## config.mk

```make
export PLATFORM = sky130hd
export DESIGN_NAME = ipsxe_floating_point_align_add_single_v1_0
export DESIGN_NICKNAME = d
export VERILOG_FILES = /design/src/rtl/ipsxe_floating_point_align_add_single_v1_0.sv
export SDC_FILE = /design/constraint.sdc
export NUM_CORES = 1
export LEC_CHECK = 0
export BUFFER_PORTS_ARGS = -buffer_cell sky130_fd_sc_hd__buf_4
export CAP_MARGIN = 20
export CORE_ASPECT_RATIO = 1.4
export CORE_MARGIN = 2
export CORE_UTILIZATION = 30
export CTS_BUF_LIST = sky130_fd_sc_hd__clkbuf_8
export DETAILED_ROUTE_END_ITERATION = 7
export PLACE_DENSITY_LB_ADDON = 0.05
export SLEW_MARGIN = 20
export SYNTH_ARGS = -nofsm -noshare
export SYNTH_HDL_FRONTEND = slang
export SYNTH_SLANG_ARGS = --single-unit
```

## constraint.sdc

```tcl
create_clock -name i_clk -period 8.16 [get_ports i_clk]
set_clock_uncertainty 0.05 [all_clocks]
set_input_delay 1.224 -clock i_clk [delete_from_list [all_inputs] [get_ports i_clk]]
set_output_delay 1.224 -clock i_clk [all_outputs]
set_load 0.02 [all_outputs]
```

## src/rtl/ipsxe_floating_point_align_add_single_v1_0.sv

```systemverilog
// ---------------------------------------------------------------------------
// ipsxe_floating_point_align_add_single_v1_0
//
// Align-and-add stage of a fused multiply-add. It adds an unrounded product
// a*b to an IEEE addend c and hands the unnormalised sum to the round stage.
//
// Pipeline (every register advances only when i_aclken is high):
//   stage 1 : convert c, order the operands by magnitude, compute the shift
//   stage 2 : right-align the smaller mantissa, jam shifted-out bits as sticky
//   stage 3 : add or subtract the mantissas
//
// Handshake: i_valid/o_valid are qualifiers only. There is no ready signal
// and no backpressure. An item presented with i_valid=1 on an enabled edge
// appears with o_valid=1 exactly three enabled edges later. The datapath
// loads on every enabled edge whatever i_valid is; valid and user ride in a
// parallel three-deep chain.
//
// Ports:
//   i_clk, i_rst_n   clock, asynchronous active-low reset
//   i_aclken         clock enable, low freezes every register
//   i_valid          product/addend pair valid
//   i_prod_sign      sign of a*b
//   i_prod_exp       ea+eb, double-biased, EXP_WIDTH+1 bits
//   i_prod_man       ma*mb, binary point between bits 2*MAN_WIDTH and 2*MAN_WIDTH-1
//   i_c              addend, IEEE format
//   i_user           sideband, delayed with the data
//   o_valid          o_add_out valid
//   o_add_out        {sign, exponent[EXP_WIDTH:0], mantissa[2*(MAN_WIDTH+1):0]}
//   o_user           i_user aligned with o_valid
// ---------------------------------------------------------------------------
module ipsxe_floating_point_align_add_single_v1_0 #(
  parameter int EXP_WIDTH = 8,
  parameter int MAN_WIDTH = 23,
  parameter int W_USER    = 1
) (
  input  logic                                               i_clk,
  input  logic                                               i_rst_n,
  input  logic                                               i_aclken,
  input  logic                                               i_valid,
  input  logic                                               i_prod_sign,
  input  logic [EXP_WIDTH:0]                                 i_prod_exp,
  input  logic [2*(MAN_WIDTH+1)-1:0]                         i_prod_man,
  input  logic [EXP_WIDTH+MAN_WIDTH:0]                       i_c,
  input  logic [W_USER-1:0]                                  i_user,
  output logic                                               o_valid,
  output logic [(2*(MAN_WIDTH+1)+1)+(EXP_WIDTH+1)+1-1:0]     o_add_out,
  output logic [W_USER-1:0]                                  o_user
);

  localparam int PW    = 2 * (MAN_WIDTH + 1);  // aligned mantissa field
  localparam int SW    = PW + 1;               // sum field, room for carry
  localparam int EW1   = EXP_WIDTH + 1;
  localparam int BIAS  = (1 << (EXP_WIDTH - 1)) - 1;
  localparam int SHMAX = PW + 1;               // shift saturation value
  localparam int SHW   = $clog2(SHMAX + 1);

  // ---------------- stage 1: convert, order, shift amount ----------------
  logic           s1_sign_l_d, s1_sign_l_q;
  logic           s1_eff_sub_d, s1_eff_sub_q;
  logic [EW1-1:0] s1_exp_l_d, s1_exp_l_q;
  logic [PW-1:0]  s1_man_l_d, s1_man_l_q;
  logic [PW-1:0]  s1_man_s_d, s1_man_s_q;
  logic [SHW-1:0] s1_shift_d, s1_shift_q;

  logic           c_sign;
  logic           c_zero;
  logic           p_zero;
  logic           prod_is_l;
  logic [EW1-1:0] c_exp;
  logic [PW-1:0]  c_man;
  logic [EW1-1:0] exp_s;
  logic [EW1-1:0] exp_diff;
  logic           sign_s;

  always_comb begin
    c_sign = i_c[EXP_WIDTH+MAN_WIDTH];
    c_zero = (i_c[EXP_WIDTH+MAN_WIDTH-1:MAN_WIDTH] == '0);
    p_zero = (i_prod_man == '0);
    c_exp  = EW1'(i_c[EXP_WIDTH+MAN_WIDTH-1:MAN_WIDTH]) + EW1'(BIAS);
    // Hidden one lands on bit 2*MAN_WIDTH so c shares the product's binary point.
    c_man  = c_zero ? '0 : {1'b0, 1'b1, i_c[MAN_WIDTH-1:0], {MAN_WIDTH{1'b0}}};

    // A zero operand always goes to the S side; its mantissa is already 0,
    // so whatever shift it receives contributes nothing.
    prod_is_l = c_zero || (!p_zero && ({i_prod_exp, i_prod_man} >= {c_exp, c_man}));

    s1_sign_l_d = prod_is_l ? i_prod_sign : c_sign;
    sign_s      = prod_is_l ? c_sign      : i_prod_sign;
    s1_exp_l_d  = prod_is_l ? i_prod_exp  : c_exp;
    exp_s       = prod_is_l ? c_exp       : i_prod_exp;
    s1_man_l_d  = prod_is_l ? i_prod_man  : c_man;
    s1_man_s_d  = prod_is_l ? c_man       : i_prod_man;
    s1_eff_sub_d = s1_sign_l_d ^ sign_s;

    exp_diff   = s1_exp_l_d - exp_s;
    s1_shift_d = (exp_diff > EW1'(SHMAX)) ? SHW'(SHMAX) : SHW'(exp_diff);
  end

  // ---------------- stage 2: alignment with jamming sticky ----------------
  logic           s2_sign_l_d, s2_sign_l_q;
  logic           s2_eff_sub_d, s2_eff_sub_q;
  logic [EW1-1:0] s2_exp_l_d, s2_exp_l_q;
  logic [PW-1:0]  s2_man_l_d, s2_man_l_q;
  logic [PW-1:0]  s2_man_s_d, s2_man_s_q;

  // The low SW bits catch everything shifted out, even at the saturated shift.
  logic [PW+SW-1:0] align_wide;
  logic             sticky;

  always_comb begin
    align_wide   = {s1_man_s_q, {SW{1'b0}}} >> s1_shift_q;
    sticky       = |align_wide[SW-1:0];
    s2_man_s_d   = {align_wide[PW+SW-1:SW+1], align_wide[SW] | sticky};
    s2_sign_l_d  = s1_sign_l_q;
    s2_eff_sub_d = s1_eff_sub_q;
    s2_exp_l_d   = s1_exp_l_q;
    s2_man_l_d   = s1_man_l_q;
  end

  // ---------------- stage 3: add / subtract ----------------
  logic           s3_sign_d, s3_sign_q;
  logic [EW1-1:0] s3_exp_d, s3_exp_q;
  logic [SW-1:0]  s3_man_d, s3_man_q;

  always_comb begin
    if (s2_eff_sub_q) s3_man_d = {1'b0, s2_man_l_q} - {1'b0, s2_man_s_q};
    else              s3_man_d = {1'b0, s2_man_l_q} + {1'b0, s2_man_s_q};
    // An exact cancellation is reported as +0.
    s3_sign_d = (s2_eff_sub_q && (s3_man_d == '0)) ? 1'b0 : s2_sign_l_q;
    s3_exp_d  = s2_exp_l_q;
  end

  // ---------------- valid / user chain ----------------
  logic [2:0]        vld_d, vld_q;
  logic [W_USER-1:0] user1_d, user1_q;
  logic [W_USER-1:0] user2_d, user2_q;
  logic [W_USER-1:0] user3_d, user3_q;

  always_comb begin
    vld_d   = {vld_q[1:0], i_valid};
    user1_d = i_user;
    user2_d = user1_q;
    user3_d = user2_q;
  end

  // ---------------- registers ----------------
  always_ff @(posedge i_clk or negedge i_rst_n) begin
    if (!i_rst_n) begin
      s1_sign_l_q  <= 1'b0;
      s1_eff_sub_q <= 1'b0;
      s1_exp_l_q   <= '0;
      s1_man_l_q   <= '0;
      s1_man_s_q   <= '0;
      s1_shift_q   <= '0;
      s2_sign_l_q  <= 1'b0;
      s2_eff_sub_q <= 1'b0;
      s2_exp_l_q   <= '0;
      s2_man_l_q   <= '0;
      s2_man_s_q   <= '0;
      s3_sign_q    <= 1'b0;
      s3_exp_q     <= '0;
      s3_man_q     <= '0;
      vld_q        <= '0;
      user1_q      <= '0;
      user2_q      <= '0;
      user3_q      <= '0;
    end else if (i_aclken) begin
      s1_sign_l_q  <= s1_sign_l_d;
      s1_eff_sub_q <= s1_eff_sub_d;
      s1_exp_l_q   <= s1_exp_l_d;
      s1_man_l_q   <= s1_man_l_d;
      s1_man_s_q   <= s1_man_s_d;
      s1_shift_q   <= s1_shift_d;
      s2_sign_l_q  <= s2_sign_l_d;
      s2_eff_sub_q <= s2_eff_sub_d;
      s2_exp_l_q   <= s2_exp_l_d;
      s2_man_l_q   <= s2_man_l_d;
      s2_man_s_q   <= s2_man_s_d;
      s3_sign_q    <= s3_sign_d;
      s3_exp_q     <= s3_exp_d;
      s3_man_q     <= s3_man_d;
      vld_q        <= vld_d;
      user1_q      <= user1_d;
      user2_q      <= user2_d;
      user3_q      <= user3_d;
    end
  end

  assign o_valid   = vld_q[2];
  assign o_add_out = {s3_sign_q, s3_exp_q, s3_man_q};
  assign o_user    = user3_q;

endmodule
```

# Word-level counts from Yosys, hierarchy flattened
# Index checks and enable logic that the tools add are counted.
# word_totals
register_bits	285
input_bits	95
wordCells	45
# classes
add_sub_neg	4
order_cmp	2
shifts	1
muxes	10
bitwise_logic	2
reduce_logical	8
# op_table
cell	count
$shr A97 B6 Y97	1
$mux W48	2
$ge A57 B57 Y1	1
$add A48 B48 Y49	1
$logic_not A49 Y1	1
$mux W49	1
$reduce_or A49 Y1	1
$sub A48 B48 Y49	1
$logic_not A48 Y1	1
$mux W47	1
$mux W9	2
$add A8 B7 Y9 const B	1
$gt A9 B6 Y1 const B	1
$sub A9 B9 Y9	1
$logic_not A8 Y1	1
$mux W6	1
$mux W1	3
$logic_and A1 B1 Y1	2
$logic_not A1 Y1	1
$logic_or A1 B1 Y1	1
$or A1 B1 Y1	1
$xor A1 B1 Y1	1

# Logic depth before layout (Yosys ltp)
# Gate-level depths: netlist of run 1.
# logic_depth
depth_word	9
depth_mapped	28
ltp_nobuf	25

# Least setup slack after synthesis of run 1
# No wires, ideal clock.
# synth_timing
path_type	in2reg
from	input i_c[25]
to	register s1_shift_q[0]
setup_time_ns	0.126
t_arrival_ns	6.493
path_slack_ns	1.491
cell_stages	27
path_buffers	4
path_cell_list	or2_2 > nor4_1 > nand3b_1 > clkbuf_1 > buf_1 > nand2_1 > ha_1 > a21o_1 > nand3_1 > o211ai_1 > o311a_1 > o31ai_2 > nand2_1 > clkbuf_1 > buf_1 > nor2_1 > a21oi_1 > ha_1 > or2_2 > o2bb2ai_1 > a21oi_1 > and3_1 > a211oi_2 > o311ai_2 > nand3_1 > a211o_1 > o32a_1
# synth_between
elab_chain_cells	9
elab_cells_between_ends	11
classes_between	2 x add/sub; 2 x order compare; 4 x mux; 3 x reduce/logical
# synth_rtl
element	line	text
start: declaration	43	input logic [EXP_WIDTH+MAN_WIDTH:0] i_c,
parallel branches: the longest is 6 deep, another holds $ge A57 B57 Y1	--	
$sub A9 B9 Y9 *	95	exp_diff = s1_exp_l_d - exp_s;
$gt A9 B6 Y1	96	s1_shift_d = (exp_diff > EW1'(SHMAX)) ? SHW'(SHMAX) : SHW'(exp_diff);
$mux W6 *	96	
end signal: assignment	173	s1_shift_q <= s1_shift_d;
end: declaration	63	logic [SHW-1:0] s1_shift_d, s1_shift_q;
# Mark *: on every way between the ends.
# A chain may end at the register's enable or synchronous reset.

# Worst setup path after layout of run 1
# layout_timing
from	register s2_man_s_q[0]
to	register s3_sign_q
# layout_between
elab_chain_cells	5
elab_cells_between_ends	6
classes_between	2 x add/sub; 2 x mux; 2 x reduce/logical
# layout_rtl
element	line	text
start: declaration	104	logic [PW-1:0] s2_man_s_d, s2_man_s_q;
start signal: assignment	178	s2_man_s_q <= s2_man_s_d;
$add A48 B48 Y49 or $sub A48 B48 Y49 (tied branches)	127, 126	
$mux W49 *	126	if (s2_eff_sub_q) s3_man_d = {1'b0, s2_man_l_q} - {1'b0, s2_man_s_q};
$logic_not A49 Y1 *	129	s3_sign_d = (s2_eff_sub_q && (s3_man_d == '0)) ? 1'b0 : s2_sign_l_q;
$logic_and A1 B1 Y1 *	129	
$mux W1 *	129	
end signal: assignment	179	s3_sign_q <= s3_sign_d;
end: declaration	121	logic s3_sign_d, s3_sign_q;
# Every way passes the cells marked *; elsewhere a longest branch is shown, timed or not.

==> results.txt, run 1 <==
Hold_buf cts: 0
Yosys warns: 0
Met3 wire length: 2440 um
Core ar.: 64400 sq um
Power per Cell Area: 281 nW/um^2
Post-layout min period: 6.38 ns
Ranking of synthesized cells by area: dfrtp_1 (37%), mux2_2 (6.8%), ha_1 (5.4%), nand2_1 (5.2%), mux4_2 (3.9%)
Routability cong.: 0.883
Layout area overhead: 15.0%
Vias in the first global route: 17100
Synthesized cell area: 19500 sq um
DIE AREA: 67200 sq um
Crit Reg-Reg Endpoint: s3_sign_q
Gate count of the mapped netlist: 2113
DIE WIDTH: 220 um
Post-synthesis compound-gate area fraction: 19.9%
Worst Path Max Fanout: 7
CTS tree: done
Worst Path Required: 8.64 ns
Post-synthesis adder-cell area fraction: 5.55%
Crit path capture type: flip-flop
Slew headroom: 38.7%
Mapped Avg Cell Area: 9.24 sq um
Crit-path cells: or4_1 -> nor2_1 -> a21o_1 -> inv_1 -> nor2_1 -> o21ai_0 -> xnor2_1 -> ha_1 -> nand2_1 -> nor3_1 -> nand2_1 -> or4_1 -> a211oi_1 -> nor3b_2 -> o21ai_1 -> xor2_1 -> or4b_1 -> nor4_1 -> a31oi_1
Worst path slowest cell: or4_1
Reg2Reg Depth: 19
Crit path buf inv count: 1
Setup tns final: 0 ns
Simple-Gate Fraction of Synth Area: 15.7%
Yosys reg bits: 285
CTS Buf Count: 50
Largest family of logic cells by synthesized area: compound AO/OA/AOI/OAI gates
Final Max Tran Viols: 0
CP Data Arrival Time: 6.86 ns
Worst ir drop on vdd: 142 uV
Post-synthesis sequential area ratio: 36.5%
Worst Max-Slew Pin Slew: 0.894 ns
Post-CTS resize count: 0
Clk sink count: 285
Status: finished clean
Worst slack at placement: 1.32 ns
H-tree levels: 2
Fmax: 157 MHz
Final setup violation count: 0
Most common cell in the netlist: dfrtp_1
Leak Pwr: 9.79 nW
HP Class: reg -> reg
Asr flop ratio synth: 100%
Detailed-route via count: 16700
Height of the die: 306 um
Clock Latency Late Sink: 0.66 ns
Wire length per cell: 22.3 um
Hold_sp: s1_exp_l_q[4]
R2R Path Start: s2_man_s_q[0]
Top_reg_cell synth: dfrtp_1
Top-area cell type share of the netlist area: 36.5%
Top layer in use: met4
Initial antenna violation count: 2
Post-synthesis cell type count: 92
Final setup margin: 1.78 ns
Yosys top cell by area: dfrtp_1
Post-CTS Repair Setup Buffers: 0
HPWL Detailed: 53900 um
WS Path Type: reg -> reg
Largest net degree at the start of global routing: 143
Post-synthesis xor/xnor area fraction: 4.13%
Worst Hold Path EP: s1_exp_l_q[4]
Flop2flop setup slack: 1.78 ns
Mux cell area share after synthesis: 14.3%
Most instantiated cells after synthesis: dfrtp_1 (285), nand2_1 (273), nor2_1 (163), a21oi_1 (125), mux2_2 (118)
Post-synth EDFFs: 0
Final core occ: 34.9%
Grt ovf: 0
Hold Vio Cnt, Final: 0
Syn_nets: 2294
# IOs: 156
Clock-pin slew on the worst setup and hold paths: 0.07 ns
RSZ-0062 raised after global routing: false
CTS Root Cell: clkbuf_8
Max cap viols: 0
Routed wire length: 68900 um
Port Buffers: 155
Via-to-Cell Ratio: 5.40
Metal2 WL: 33400 um
Met1 wire length: 30700 um
Starting density of the core: 30.3%
Row Count: 110
DRC viols: 0
Hold Path Depth: 2
CP Launch Type: flip-flop
Share of layout cells above drive strength 1: 19.3%
Number of DRC markers in iteration 0: 884
Clock buffer depth: 3
Gr usage total: 20.4%
Tcrit/Tclk final: 78.2%
First-pass GRT wire length: 105000 um
Final-stage net count: 2394
Detailed Routing Iterations Pass 1: 5
Crit path max-delay family: simple AND/OR/NAND/NOR gates
Detail Route Antenna Nets: 0
CP max stage delay: 0.62 ns
worst reg2reg max path, stage by stage, from the launching register on:
cell and delay (ns):
dfrtp_1 0.42, or4_1 0.62, nor2_1 0.38, a21o_1 0.31, inv_1 0.11, nor2_1 0.33, o21ai_0 0.19, xnor2_1 0.16
ha_1 0.45, nand2_1 0.19, nor3_1 0.48, nand2_1 0.13, or4_1 0.52, a211oi_1 0.45, nor3b_2 0.12, o21ai_1 0.16
xor2_1 0.10, or4b_1 0.52, nor4_1 0.43, a31oi_1 0.14
layout make-up:
cell class              instances  area [sq um]
diodes                          1          2.50
repair buffers                178          1360
inverters                      66           249
well taps                     840          1050
flip-flops and latches        285          7130
clock buffers                  60           826
multi-input cells            1632         11600
fillers                      6675         42000
clock inverters                28           188
flip-flops by register name, summed over array words and instances, names as in the netlist, 3 cells and up:
register,count
s3_man_q,49
s1_man_l_q,48
s1_man_s_q,48
s2_man_l_q,48
s2_man_s_q,48
s1_exp_l_q,9
s2_exp_l_q,9
s3_exp_q,9
s1_shift_q,6
vld_q,3
worst max-delay path by stage:
stage,start,endpoint,slack [ns],cells past startpoint
detailed placement,i_c[23],s1_shift_q[0],1.32,26
global route,s2_man_s_q[0],s3_sign_q,1.24,19
floorplan,i_c[25],s1_shift_q[0],1.49,27
finish,s2_man_s_q[0],s3_sign_q,1.78,19
CTS,s2_man_s_q[0],s3_sign_q,1.70,19
global placement,i_c[25],s1_shift_q[0],1.33,24
stage by stage:
| stage | instance area [sq um] | hold slack [ns] | instances | power [mW] |
|---|---|---|---|---|
| final | 22500 | 0.434 | 3090 | 6.31 |
| after detailed placement | 21400 | 0.422 | 3001 | 4.99 |
| after global placement | 21400 | 0.413 | 3001 | 4.97 |
| after CTS | 22400 | 0.438 | 3089 | 6.41 |
| after global routing | 22500 | 0.453 | 3090 | 6.77 |
| after floorplan | 19500 | 0.398 | 2113 | 3.92 |
power breakdown:
group	total (mW)	internal, mW	switching (mW)	leakage, nW
Combinational	3.02	1.21	1.80	5.70
Sequential	1.92	1.69	0.231	3.51
Clock	1.37	0.731	0.636	0.582
Total	6.31	3.64	2.67	9.79
metal layers:
metal	track usage, %	up-vias
met3	2.52	114
met4	7.20	0
met1	26.8	8224
met2	34.5	345
li1	-	8005
met5	0	-
cells by family (layout without fill, tap and decap cells):
kind of cell               count (synthesis)  after routing
muxes                                    222            222
other                                      0              1
adders and majority gates                 86             86
xor gates and xnor gates                  92             92
buffers and inverters                    196            332
and+or+nand+nor                          663            663
AOI/OAI and AO/OA                        569            569
DFF                                      285            285
cells in the final DEF (no fill, tap or decap), types with 7 or more instances in the layout:
master / synthesis / final
nand2b_1: 14 / 14
nand2_1: 273 / 272
xnor2_1: 79 / 79
nor4_1: 32 / 32
a21oi_1: 125 / 125
or3_1: 9 / 9
o21bai_1: 7 / 7
inv_1: 61 / 76
a21boi_0: 7 / 7
mux4_2: 34 / 34
o21ai_1: 8 / 8
o21ai_0: 105 / 105
nor3_1: 36 / 36
o221ai_1: 13 / 13
clkinv_2: 0 / 8
nand4_1: 29 / 29
a211oi_1: 17 / 17
and2_1: 12 / 12
buf_4: 1 / 175
a31oi_1: 49 / 49
xor2_1: 13 / 13
or4_1: 8 / 8
mux2i_1: 70 / 70
clkbuf_8: 0 / 60
o211ai_1: 7 / 7
dfrtp_1: 285 / 284
nand3_1: 27 / 27
nor2_1: 163 / 163
o2bb2ai_1: 80 / 80
mux2_2: 118 / 118
ha_1: 85 / 85
a41oi_1: 10 / 10
o21a_1: 20 / 20
nor2b_1: 12 / 12
and3_1: 16 / 16
o22ai_1: 22 / 22
a21o_1: 29 / 29
Power figures use the tool's default switching activity.
==> run 2: changes to the inputs <==
clock period = 5.3 ns   (was 8.16 ns; I/O delays follow)
==> run 2 against run 1 <==
  * Setup slack lost 1.6 ns
  * Cell count increased by 5.3%
  * Combinational power rose by 74%
  * Hold slack got worse by 0.28 ns
  * Non-clock buffer count increased by 159
  * Register-to-register slack worse by 1.6 ns
  * Critical path depth is 5 higher
  * Clock power increased by 61%
  * Critical path type unchanged
  * Critical endpoint unchanged
  * Largest cell class unchanged
==> results.txt, run 2 (synthesis gave the netlist of run 1 again) <==
Status: finished clean
Worst Setup SP: s2_man_s_q[5]
First-pass GRT wire length: 109000 um (+3.4%)
DRC viols: 0 (unchanged)
Detail Route Antenna Nets: 0 (unchanged)
Crit path buf inv count: 5 (+4)
Fin area: 24100 sq um (+7.5%)
Max cap viols: 0 (unchanged)
Grt ovf: 0 (unchanged)
Vias in the first global route: 17800 (+4.2%)
Clock Latency Late Sink: 0.66 ns (about the same)
M3 GR Usage: 2.18% (-0.34 points)
Worst Path Max Fanout: 7 (unchanged)
# IOs: 156 (unchanged)
Height of the die: 306 um (unchanged)
Reg2Reg Depth: 24 (+5)
Grt met2 use: 37.0% (+2.5 points)
Routed wire length: 70600 um (+2.5%)
Via-to-Cell Ratio: 5.32 (-1.5%)
CTS tree: done
Routability cong.: 0.862 (-2.3%)
Crit Reg-Reg Endpoint: s3_sign_q
H-tree levels: 2 (unchanged)
Detailed-route via count: 17300 (+3.8%)
Grt met1 use: 27.7% (+0.92 points)
Most Crowded Layer GR: met2
Tcrit/Tclk final: 95.8% (+18 points)
CP Data Arrival Time: 5.53 ns (-1.33 ns)
Max reg flops: 49 (unchanged)
Wire length per cell: 21.7 um (-2.7%)
Hold Vio Cnt, Final: 0 (unchanged)
Detailed Routing Iterations Pass 1: 5 (unchanged)
Final setup violation count: 0 (unchanged)
DIE AREA: 67200 sq um (unchanged)
Fmax: 197 MHz (+26%)
Worst path slowest cell: or4_4
Clk sink count: 285 (unchanged)
CTS Buf Count: 51 (+2.0%)
Levels on crit path: 24 (+5)
WS Path Type: reg -> reg
Slew headroom: 37.5% (-1.2 points)
Commonest non-fill, non-tap cells in the layout: buf_4 (330), dfrtp_1 (284), nand2_1 (265)
Worst ir drop on vdd: 321 uV (+130%)
Crit-path cells: or4_4 -> nor2b_1 -> buf_4 -> buf_6 -> and3_4 -> nand3_2 -> nor3_2 -> nor2_1 -> xnor2_1 -> ha_1 -> nand2_2 -> nor3_4 -> buf_4 -> buf_4 -> and3_1 -> and2_1 -> a22oi_2 -> a21oi_4 -> a31oi_4 -> xnor2_2 -> or4b_4 -> nor4_4 -> buf_4 -> a31oi_1
Worst Path Required: 5.76 ns (-2.88 ns)
Worst Max-Slew Pin Slew: 0.911 ns (+0.0172 ns)
DIE WIDTH: 220 um (unchanged)
Port Buffers: 155 (unchanged)
CP most frequent cell: buf_4
Hold_buf cts: 0 (unchanged)
HP Class: in -> async
Commonest non-fill, non-tap cell in the layout: buf_4
HPWL Detailed: 55400 um (+2.8%)
Power per Cell Area: 431 nW/um^2 (+54%)
Clock buffer depth: 3 (unchanged)
Core ar.: 64400 sq um (unchanged)
Row Count: 110 (unchanged)
Flop2flop setup slack: 0.22 ns (-1.56 ns)
Termination of the worst setup path: s3_sign_q
Largest net degree at the start of global routing: 150 (+4.9%)
Number of DRC markers in iteration 0: 943 (+6.7%)
CP max stage delay: 0.56 ns (-0.06 ns)
Gr usage total: 21.1% (+0.64 points)
Post-layout min period: 5.08 ns (-1.30 ns)
Crit path max-delay family: simple AND/OR/NAND/NOR gates
R2R Path Start: s2_man_s_q[5]
Final core occ: 37.5% (+2.6 points)
Share of layout cells above drive strength 1: 26.7% (+7.4 points)
CTS Root Cell: clkbuf_8
Layout area overhead: 23.6%
Clock-pin slew on the worst setup and hold paths: 0.06 ns (about the same)
Largest Register: s3_man_q
Final-stage net count: 2554 (+6.7%)
Crit path capture type: flip-flop
Starting density of the core: 30.3% (unchanged)
Final Max Tran Viols: 0 (unchanged)
Initial antenna violation count: 2 (unchanged)
Leak Pwr: 10.7 nW (+9.5%)
CP Launch Type: flip-flop
Placed Area: 22700 sq um (+6.0%)
-- run 2: cell count changes in the layout (fill, tap and decap cells not counted), moves of 6 or more --
cell / change
buf_4: +155
ha_1: -7
nand2_1: -7
inv_1: +6
-- run 2: cell type report --
cell class	instances	area, sq um
well taps	840	1050
flip-flops and latches	285	7130
diodes	1	2.50
inverters	66	249
clock inverters	34	262
fillers	6611	40300
multi-input cells	1632	12000
clock buffers	60	826
repair buffers	337	2600
-- run 2: how the worst min path moves through the flow --
stage	slack, ns	startpoint	endpoint
after floorplan	0.40	s1_exp_l_q[2]	s1_exp_l_q[2]
after global placement	0.41	s1_exp_l_q[2]	s1_exp_l_q[2]
after detailed placement	0.42	s1_exp_l_q[3]	s1_exp_l_q[3]
after CTS	0.14	i_rst_n	s1_man_l_q[0]
after global routing	0.19	i_rst_n	s1_man_s_q[13]
final	0.15	i_rst_n	s1_man_s_q[8]
-- run 2: repair_timing --
action,in CTS,in global routing
setup buffers,2,7
pin swaps,5,23
endpoints found under the setup margin,1,1
gates cloned,0,0
gates resized for setup,15,39
hold endpoints to repair,0,0
-- run 2: metrics by stage --
| step | hold slack, ns | std cells | TNS, ns | total power, mW | setup WS, ns |
|---|---|---|---|---|---|
| finish | 0.153 | 3255 | 0 | 10.4 | 0.223 |
| global route | 0.193 | 3255 | -0.0274 | 11.2 | -0.0274 |
| CTS | 0.144 | 3247 | 0 | 10.4 | 0.0562 |
| detailed placement | 0.418 | 3151 | -1.66 | 8.08 | -0.337 |
| global placement | 0.413 | 3151 | -1.73 | 8.05 | -0.367 |
| floorplan | 0.398 | 2113 | -1.19 | 6.05 | -0.285 |
-- run 2: report_power, final --
group | internal (mW) | switching (mW) | leakage, nW
clock network | 1.23 | 0.985 | 0.640
registers | 2.60 | 0.341 | 3.51
logic | 2.28 | 2.97 | 6.57
total | 6.12 | 4.29 | 10.7
-- run 2: worst register-to-register path: cells and delay by family (launching register included) --
| family | cells | cell delay (ns) |
|---|---|---|
| simple gates | 12 | 2.55 |
| buf+inv | 5 | 0.66 |
| compound gates | 4 | 0.68 |
| xor+xnor | 2 | 0.32 |
| flops | 1 | 0.38 |
| fa+ha+maj | 1 | 0.29 |
-- run 2: metal layers --
metal | part of all wire, % | wire (um) | up-vias
met5 | 0 | 0 | -
met4 | 1.9 | 1310 | 0
met3 | 2.9 | 2020 | 75
met2 | 50 | 35500 | 338
met1 | 45 | 31700 | 8576
li1 | - | - | 8333
==> run 3: changes to the inputs <==
SETUP_SLACK_MARGIN = 0.5   (was default)
==> run 3 against run 2 <==
  * Routed wire length rose by 2.5%
  * Combinational power up 5.7%
  * Sequential share of layout area is 0.79 points lower
  * First-iteration DRC count is 6.0% lower
  * Cell count up 0.80%
  * Clock-buffer cell count unchanged
  * Die area unchanged
  * Via count is 1.2% higher
  * Sequential cell count is the same
  * Non-clock buffer count is 33 higher
  * Global-route usage up 0.50 points
  * Design area grew 2.7%
  * Largest cell class unchanged
  * Largest power group unchanged
==> results.txt, run 3 (synthesis gave the netlist of run 1 again) <==
Worst slack at placement: -0.361 ns (-0.0237 ns)
Detailed-route via count: 17500 (+1.2%)
Grt ovf: 0 (unchanged)
Number of DRC markers in iteration 0: 886 (-6.0%)
Commonest non-fill, non-tap cell in the layout: buf_4
CTS Root Cell: clkbuf_8
CP most frequent cell: buf_4
Max reg flops: 49 (unchanged)
Fillers: 6529 (-1.2%)
Max cap viols: 0 (unchanged)
Wire length per cell: 22.1 um (+1.7%)
DIE AREA: 67200 sq um (unchanged)
Final setup margin: 0.367 ns (+0.143 ns)
DRC viols: 0 (unchanged)
Post-layout min period: 4.93 ns (-0.143 ns)
Fmax: 203 MHz (+2.9%)
CP max stage delay: 0.56 ns (about the same)
Via-to-Cell Ratio: 5.34 (+0.39%)
DIE WIDTH: 220 um (unchanged)
RSZ-0062 raised after global routing: true
Share of layout cells above drive strength 1: 30.2% (+3.4 points)
Final-stage net count: 2586 (+1.3%)
CTS tree: done
Hold Vio Cnt, Final: 0 (unchanged)
Placed Area: 22700 sq um (about the same)
H-tree levels: 2 (unchanged)
HPWL Detailed: 56400 um (+1.8%)
Routability cong.: 0.866 (+0.39%)
Worst path slowest cell: or4_4
Worst ir drop on vdd: 216 uV (-33%)
Worst Path Required: 5.76 ns (about the same)
Layout area overhead: 27.0%
Multi-input logic area: 12500 sq um (+3.7%)
Clock Latency Late Sink: 0.68 ns (+0.02 ns)
Final setup violation count: 0 (unchanged)
Initial antenna violation count: 1 (-1)
Commonest non-fill, non-tap cells in the layout: buf_4 (348), dfrtp_1 (284), nand2_1 (259)
Detailed Routing Iterations Pass 1: 5 (unchanged)
CP Data Arrival Time: 5.39 ns (-0.14 ns)
Crit path capture type: flip-flop
Register area: 7130 sq um (unchanged)
Largest net degree at the start of global routing: 94 (-37%)
Worst Path Max Fanout: 6 (-1)
WS Path Type: reg -> reg
CTS Buf Count: 50 (-2.0%)
CP Launch Type: flip-flop
Clock buffer depth: 3 (unchanged)
Clock-pin slew on the worst setup and hold paths: 0.06 ns (about the same)
Largest Register: s3_man_q
Final Max Tran Viols: 0 (unchanged)
Core ar.: 64400 sq um (unchanged)
Fin area: 24800 sq um (+2.7%)
Status: finished clean
# IOs: 156 (unchanged)
Final core occ: 38.5% (+1.0 points)
Tcrit/Tclk final: 93.1% (-2.7 points)
Power per Cell Area: 423 nW/um^2 (-2.0%)
Height of the die: 306 um (unchanged)
HP Class: in -> async
Gr usage total: 21.6% (+0.50 points)
Routed wire length: 72400 um (+2.5%)
Vias in the first global route: 18100 (+1.8%)
Row Count: 110 (unchanged)
Leak Pwr: 10.9 nW (+1.8%)
Crit-path cells: or4_4 -> buf_4 -> nor4_2 -> nor2_1 -> xnor2_1 -> ha_1 -> and4_1 -> nand3_1 -> a21oi_2 -> o21ai_4 -> buf_4 -> a21boi_0 -> o211a_1 -> nand4_1 -> nor4b_2 -> buf_4 -> nand4b_1 -> nor4_2 -> buf_4 -> a31oi_1
Port Buffers: 155 (unchanged)
Worst Max-Slew Pin Slew: 0.944 ns (+0.0326 ns)
First-pass GRT wire length: 112000 um (+2.4%)
Clk sink count: 285 (unchanged)
Slew headroom: 36.4% (-1.1 points)
Starting density of the core: 30.3% (unchanged)
Detail Route Antenna Nets: 0 (unchanged)
## run 3: changes by cell type in the layout (fill, tap and decap cells not counted), moves of 4 or more
cell | previous run | this run
a21oi_2 | 1 | 12
o21ai_2 | 2 | 6
a21oi_1 | 124 | 113
nor3_1 | 33 | 29
nand2_4 | 2 | 6
buf_4 | 330 | 348
inv_1 | 82 | 76
nand2_1 | 265 | 259
bufinv_16 | 4 | 0
buf_6 | 1 | 12
ha_1 | 78 | 70
o21ai_0 | 102 | 95
ha_4 | 5 | 11
## run 3: cell type report
| class | count | share of cell area (%) |
|---|---|---|
| diodes | 1 | 0.0101 |
| clock buffers | 60 | 3.33 |
| clock inverters | 27 | 0.515 |
| inverters | 66 | 1.00 |
| multi-input cells | 1632 | 50.3 |
| flip-flops and latches | 285 | 28.8 |
| well taps | 840 | 4.24 |
| repair buffers | 370 | 11.9 |
## run 3: worst max-delay path, delay by kind of cell, from the launching register on
kind            cells  cell delay (ns)
simple gates        9             2.09
compound gates      5             1.04
buf+inv             4             0.65
flops               1             0.40
fa+ha+maj           1             0.38
xor+xnor            1             0.16
## run 3: final timing paths
| kind | start | end | slack [ns] | depth (start not counted) |
|---|---|---|---|---|
| setup / recovery | s2_man_s_q[0] | s3_sign_q | 0.37 | 20 |
| hold / removal | i_rst_n | s1_man_s_q[11] | 0.05 | 1 |
| setup reg to reg | s2_man_s_q[0] | s3_sign_q | 0.37 | 20 |
| hold reg to reg | s1_exp_l_q[2] | s1_exp_l_q[2] | 0.43 | 2 |
| max in group asynchronous | i_rst_n | s3_man_q[46] | 4.14 | 2 |
| min in group i_clk | i_valid | vld_q[0] | 0.35 | 2 |
## run 3: power breakdown
part	leakage [nW]	internal (mW)	switching (mW)
Sequential	3.51	2.60	0.340
Combinational	6.84	2.45	3.10
Clock	0.559	1.02	0.968
Total	10.9	6.08	4.40
## run 3: layer usage
layer	up-vias	routed length [um]	track usage [%]
li1	8405	-	-
met2	315	36500	38.0
met5	-	0	0
met3	94	2200	2.64
met4	0	1940	5.71
met1	8714	31700	27.7
## run 3: repair_timing
action / in CTS / in global routing
setup endpoints to repair: 12 / 13
setup buffers: 25 / 13
pin swaps: 54 / 67
gates resized for setup: 83 / 68
cloned: 1 / 2
hold buffers: 0 / 0
hold endpoints to repair: 0 / 0
## run 3: through the flow
step	cells	total power [mW]	hold slack, ns	setup TNS [ns]
after global placement	3151	8.07	0.412	-2.03
after detailed placement	3151	8.09	0.420	-2.06
after floorplan	2113	6.05	0.398	-1.19
after global routing	3281	11.3	0.0804	0
final	3281	10.5	0.0490	0
after CTS	3264	10.4	0.0376	0
